**config.mk**
```make
export PLATFORM = sky130hd
export DESIGN_NAME = seg7_signed_decoder
export DESIGN_NICKNAME = d
export VERILOG_FILES = /design/src/rtl/seg7_signed_decoder.sv
export SDC_FILE = /design/constraint.sdc
export NUM_CORES = 1
export LEC_CHECK = 0
export CAP_MARGIN = 10
export CORE_UTILIZATION = 45
export CTS_CLUSTER_DIAMETER = 60
export DETAILED_ROUTE_END_ITERATION = 8
export PLACE_DENSITY = 0.65
export SLEW_MARGIN = 0
export SYNTH_ARGS = -nofsm -noshare
export SYNTH_HDL_FRONTEND = slang
export SYNTH_SLANG_ARGS = --single-unit
```
**constraint.sdc**
```tcl
create_clock -name clk -period 3.06 [get_ports clk]
set_clock_uncertainty 0.15 [all_clocks]
set_input_delay 0.612 -clock clk [delete_from_list [all_inputs] [get_ports clk]]
set_output_delay 0.612 -clock clk [all_outputs]
set_load 0.02 [all_outputs]
```
**src/rtl/seg7_signed_decoder.sv**
```systemverilog
// Recovers a signed 4-bit value from a sign digit and a magnitude digit on two active-low
// seven-segment buses. Glitches are filtered out, and each stable pattern is reported once.
module seg7_signed_decoder #(
  parameter int STABLE_CYCLES = 4,
  parameter int CNT_W         = 8
) (
  input  logic       clk,
  input  logic       rst_n,
  input  logic [6:0] seg_lo,
  input  logic [6:0] seg_hi,
  output logic [3:0] value,
  output logic       err,
  output logic       out_valid,
  input  logic       out_ready,
  output logic       overrun
);

  localparam logic [CNT_W-1:0] CNT_MAX = CNT_W'(STABLE_CYCLES - 1);

  logic [13:0]      seg_q;
  logic [CNT_W-1:0] cnt_q, cnt_d;
  logic             reported_q, reported_d;
  logic [3:0]       value_q;
  logic             err_q, valid_q, overrun_q;

  logic             same, emit;
  logic             dig_ok;
  logic [3:0]       dig;
  logic [3:0]       dec_val;
  logic             dec_err;

  assign same = ({seg_hi, seg_lo} == seg_q);
  assign emit = same && (cnt_q == CNT_MAX) && !reported_q && (seg_q != 14'h3FFF);

  always_comb begin
    cnt_d      = '0;
    reported_d = 1'b0;
    if (same) begin
      cnt_d      = (cnt_q == CNT_MAX) ? cnt_q : cnt_q + 1'b1;
      reported_d = reported_q | emit;
    end
  end

  // Decode from the registered copy; it equals the input whenever emit is true.
  always_comb begin
    dig_ok = 1'b1;
    dig    = 4'd0;
    case (seg_q[6:0])
      7'b0000001: dig = 4'd0;
      7'b1001111: dig = 4'd1;
      7'b0010010: dig = 4'd2;
      7'b0000110: dig = 4'd3;
      7'b1001100: dig = 4'd4;
      7'b0100100: dig = 4'd5;
      7'b0100000: dig = 4'd6;
      7'b0001111: dig = 4'd7;
      7'b0000000: dig = 4'd8;
      default:    dig_ok = 1'b0;
    endcase
  end

  always_comb begin
    dec_val = 4'd0;
    dec_err = 1'b1;
    if (dig_ok && seg_q[13:7] == 7'b1111111 && dig != 4'd8) begin
      dec_val = dig;
      dec_err = 1'b0;
    end else if (dig_ok && seg_q[13:7] == 7'b1111110 && dig != 4'd0) begin
      dec_val = ~dig + 4'd1;
      dec_err = 1'b0;
    end
  end

  always_ff @(posedge clk) begin
    if (!rst_n) begin
      seg_q      <= '0;
      cnt_q      <= '0;
      reported_q <= 1'b0;
      value_q    <= 4'd0;
      err_q      <= 1'b0;
      valid_q    <= 1'b0;
      overrun_q  <= 1'b0;
    end else begin
      seg_q      <= {seg_hi, seg_lo};
      cnt_q      <= cnt_d;
      reported_q <= reported_d;
      if (emit) begin
        if (!valid_q || out_ready) begin
          value_q <= dec_val;
          err_q   <= dec_err;
          valid_q <= 1'b1;
        end else begin
          overrun_q <= 1'b1;
        end
      end else if (valid_q && out_ready) begin
        valid_q <= 1'b0;
      end
    end
  end

  assign value     = value_q;
  assign err       = err_q;
  assign out_valid = valid_q;
  assign overrun   = overrun_q;

endmodule

```
**After elaboration in Yosys (flattened, before gate mapping)**

Index checks and enable logic that the tools add are counted.

- Register bits: 30
- Input bits: 17
- Logic and storage cells: 55
- Output and inout port bits: 7

- Reduce and logical (&&, ||, !) cells: 19
- Eq/ne operators: 15
- Add/subtract/negate cells: 2
- Multiplexer cells: 9
- Bitwise gates (word level): 3

Operators by type and width:

| kind | count |
|---|---|
| 4-bit one-hot mux with 8 select lines | 1 |
| 7-bit equality test, second input constant | 4 |
| 14-bit equality test | 1 |
| 7-bit by 6-bit equality test with 1-bit output, second input constant | 2 |
| 14-bit != test, second input constant | 1 |
| 9-bit OR reduction | 1 |
| 8-bit by 1-bit adder with 8-bit output, second input constant | 1 |
| 8-bit by 2-bit equality test with 1-bit output, second input constant | 1 |
| 1-bit logical AND | 8 |
| 4-bit 2-to-1 mux | 2 |
| 2-bit AND reduction | 4 |
| 7-bit by 1-bit equality test with 1-bit output, second input constant | 1 |
| 7-bit by 3-bit equality test with 1-bit output, second input constant | 1 |
| 7-bit by 4-bit equality test with 1-bit output, second input constant | 1 |
| 7-bit by 5-bit equality test with 1-bit output, second input constant | 1 |
| 7-bit zero test | 1 |
| 1-bit 2-to-1 mux | 6 |
| 4-bit by 1-bit adder with 4-bit output, second input constant | 1 |
| 4-bit != test, second input constant | 1 |
| 4-bit NOT | 1 |
| 4-bit nonzero test | 1 |
| 1-bit zero test | 2 |
| 2-bit by 1-bit != test with 1-bit output, second input constant | 1 |
| 2-bit nonzero test | 1 |
| 3 further kinds | 3 |

**Logic depth before layout (Yosys ltp)**

Gate-level depths: netlist of the first run.

- Depth in word-level cells: 7
- Depth in mapped cells: 10
- Depth with buffers taken out: 9

**Least setup slack after synthesis of the first run**

OpenSTA, ideal clock, no wires.

- Kind: register to register
- From: reg seg_q[0]
- To: reg value_q[2], in the netlist value[2]
- Setup time: 0.096 ns
- Arrival time: 2.233 ns
- Path buffers: 0
- Clock period less this slack: 2.478 ns
- Required time: 2.814 ns
- Slack: 0.582 ns
- Cell stages (with the launch flop): 9
- Cells stage by stage: dfxtp_1 or3b_1 or3_4 and2_4 ha_1 nor2b_1 o21ai_4 nand2_4 o41ai_2

- Word-level cells in the longest chain between the ends: 7
- Elaborated cells on any way between the ends: 28
- Those cells by class: add/sub (1); eq/ne (11); mux (4); bitwise (1); reduce/logical (11)

Ends and longest elaborated chain:

| what | RTL line | source |
|---|---|---|
| start: declaration | 20 | `logic [13:0] seg_q;` |
| start signal: assignment | 84 | `seg_q <= {seg_hi, seg_lo};` |
| branches (longest 7 deep; another with 4-bit by 1-bit adder with 4-bit output) | - |  |
| end signal: assignment | 89 | `value_q <= dec_val;` |
| end: declaration | 23 | `logic [3:0] value_q;` |

Several ways; the timed one is not identified.
A chain may end at the register's enable or synchronous reset.

**Worst setup path in the final report of the first run**

Same ends and word-level chain as after synthesis.

==> results of run 1 <==
==> through the flow <==
step / power (mW) / hold slack (ns)
2_1_floorplan: 0.482 / 0.320
3_3_place_gp: 0.515 / 0.305
3_5_place_dp: 0.516 / 0.330
4_1_cts: 0.726 / 0.342
5_1_grt: 0.758 / 0.368
6_report: 0.716 / 0.335
==> worst paths after layout <==
check                               end  slack [ns]  cells after the start
setup / recovery  value[2]$_SDFFE_PN0P_        0.37                      7
hold / removal    value[3]$_SDFFE_PN0P_        0.34                      2
setup reg to reg  value[2]$_SDFFE_PN0P_        0.37                      7
hold reg to reg   value[3]$_SDFFE_PN0P_        0.34                      2
==> kinds of logic after synthesis <==
kind of cell | count (synthesis) | synth area share (%)
flops | 30 | 36.8
mux | 1 | 0.614
buf+inv | 12 | 4.37
simple gates | 83 | 31.6
compound gates | 23 | 12.1
xor+xnor | 24 | 12.9
fa+ha+maj | 2 | 1.53
==> worst register-to-register path, cell delays in order, from the launching register on <==
cell and delay, ns:
dfxtp_1 0.47, or3b_1 0.42, or3_4 0.42, and2_4 0.16
ha_1 0.24, a31oi_1 0.34, nand2_4 0.09, o41ai_2 0.31
==> registers in the layout, summed over array words and instances, names as in the netlist <==
register    cells
overrun         1
seg_q          14
err             1
out_valid       1
reported_q      1
value           4
cnt_q           8
==> placed cells by master (no fill, tap or decap), drive strengths merged, types with 4 or more instances in the layout <==
cell and count:
clkdlybuf4s50 23, nor2 16, nor4 6, o21ai 5
nor2b 4, clkbuf 7, and2 15, nand2 7
dfxtp 30, inv 4, xor2 21, a21oi 4
nand3 10
==> routing by layer <==
metal	up-vias	GRT usage, %
met4	0	6.10
met2	15	31.6
met1	597	24.2
met3	5	4.96
li1	660	-
met5	-	0
==> power groups by stage <==
stage	Sequential (mW)	Clock, mW	Combinational (mW)
2_1_floorplan	0.414	0	0.0678
3_3_place_gp	0.423	0	0.0916
3_5_place_dp	0.424	0	0.0928
4_1_cts	0.414	0.218	0.0935
5_1_grt	0.417	0.239	0.102
6_report	0.415	0.209	0.0929
==> final cells by class <==
class,instances,area share [%]
Inverter,4,0.781
Multi-Input combinational cell,133,49.9
Timing Repair Buffer,25,12.8
Tap cell,46,2.99
Sequential cell,30,31.3
Clock buffer,7,2.34
==> metrics.txt, run 1 <==
Worst-path clk slew=roughly 0.09 ns; most frequent cell after synthesis=dfxtp_1; Leak=0.713 nW; total grt overflow=0; NumNets Final=about 220; sw power=0.178 mW; Reg-to-Reg Start=seg_q[0]$_SDFF_PN0_; gpl congestion=0.819; setup TNS=0 ns; synthesized instance count=175; Die ar.=3870 um^2; CTS tree=built; deepest clock path buffer count=2; worst slew pin tran=0.495 ns; min-delay src=value[3]$_SDFFE_PN0P_; Sw Ratio=24.9%; Highest Signal Layer=met4; Peak Freq=372 MHz; max_slew headroom=66.7%; Ys Warns=0; # rows=21; Syn Nets=194; placed cell area=1880 um^2; DRC viols=0; first-pass GRT wire length=5.82 mm; Seq pwr share=57.9%; Core Box Area=3420 um^2; Post-synth EDFFs=0; Min-Delay Path Class=reg -> reg; met3 WL=88 um; DRT iter0 DRCs=~110; metal1 wirelength=approximately 1.6 mm; FF+latch area=between 600 and 700 um^2; Area contributors post-synth=dfxtp_1, xor2_1, and2_1; layout cells sized above 1=11.1%; post-synth cell types=49; number of fillers in the final layout=approximately 330; ant diodes=0; global-route usage over all layers=19.1%; Die W=62.2 um; final instance area=1920 um^2; post-placement cell count=between 200 and 250; drt total wl=3.33 mm; Die H=a little over 60 um; CTS buffer count=5; crit path max fanout=7; crit path from=seg_q[0]$_SDFF_PN0_; Tcrit/Tclk final=between 80% and 90%; I/O pins=24; post-layout util=56.3%; final hold vios=0; fin. max-slew vios=0; initial cell density of the core=47.7%; antenna viol nets, final=0; Max IR drop VDD=0.000262 V; TritonRoute pass-1 iters=4; drt wl/cell=around 14 um; worst skew pair latency=0.32 ns; vias=1277; antenna violations before repair=0; Post-CTS Setup Inserts=0; vias in the first global route=1287; CP Class=reg -> reg; top cell type by total area after synthesis=dfxtp_1; CP cell instances=or3b_1, or3_4, and2_4, ha_1, a31oi_1, nand2_4, o41ai_2; fin crit period=2.69 ns; P_int=0.538 mW; worst path bufs/invs=0; PwrDens=373 nW/um^2; post-CTS sizing=0; CTS sink cnt=30; metal2 WL=1.59 mm; synthesized area per cell=9.32 um^2; family with the most delay on the worst path=simple AND/OR/NAND/NOR gates; Final Setup Violations=0; H-tree levels=2; #FFs+latches synth=30; Logic pwr share=13.0%; crit path DAT=2.77 ns; max cap viols=0; cell area after synthesis=1630 um^2; hold_buf cts=0; most instantiated cells after synthesis=dfxtp_1, xor2_1, nor2_1; Yosys top cell area share=36.8%; status=complete, no violations; post-route setup slack=0.371 ns; post-DR vias/cell=5.21; post-synthesis sequential area ratio=36.8%; RSZ-0062 raised after global routing=no; I/O Buffers=23; setup slack at placement=0.214 ns; largest net degree at the start of global routing=22; Final Instance Count excl. Fillers=245; P&R area growth vs syn=17.9%; Post-synth top flop=dfxtp_1; Multi-input gate area=958 um^2; Largest stage delay, worst path=0.47 ns; startpoint types=flip-flop; CP Capture Type=flip-flop; ys async rst share=0%; Root Driver=clkbuf_4; Clk pwr share=29.1%; Req. time, crit path=approximately 3.1 ns; Detailed Place HPWL=2.57 mm; CP max-delay cell=dfxtp_1
Note: power is estimated with default switching activity, not from simulation.
==> run 2: changes to the inputs <==
- TNS_END_PERCENT: not set -> 20
==> results of run 2 <==
The final DEF is identical to that of run 1; final timing and power are the same.
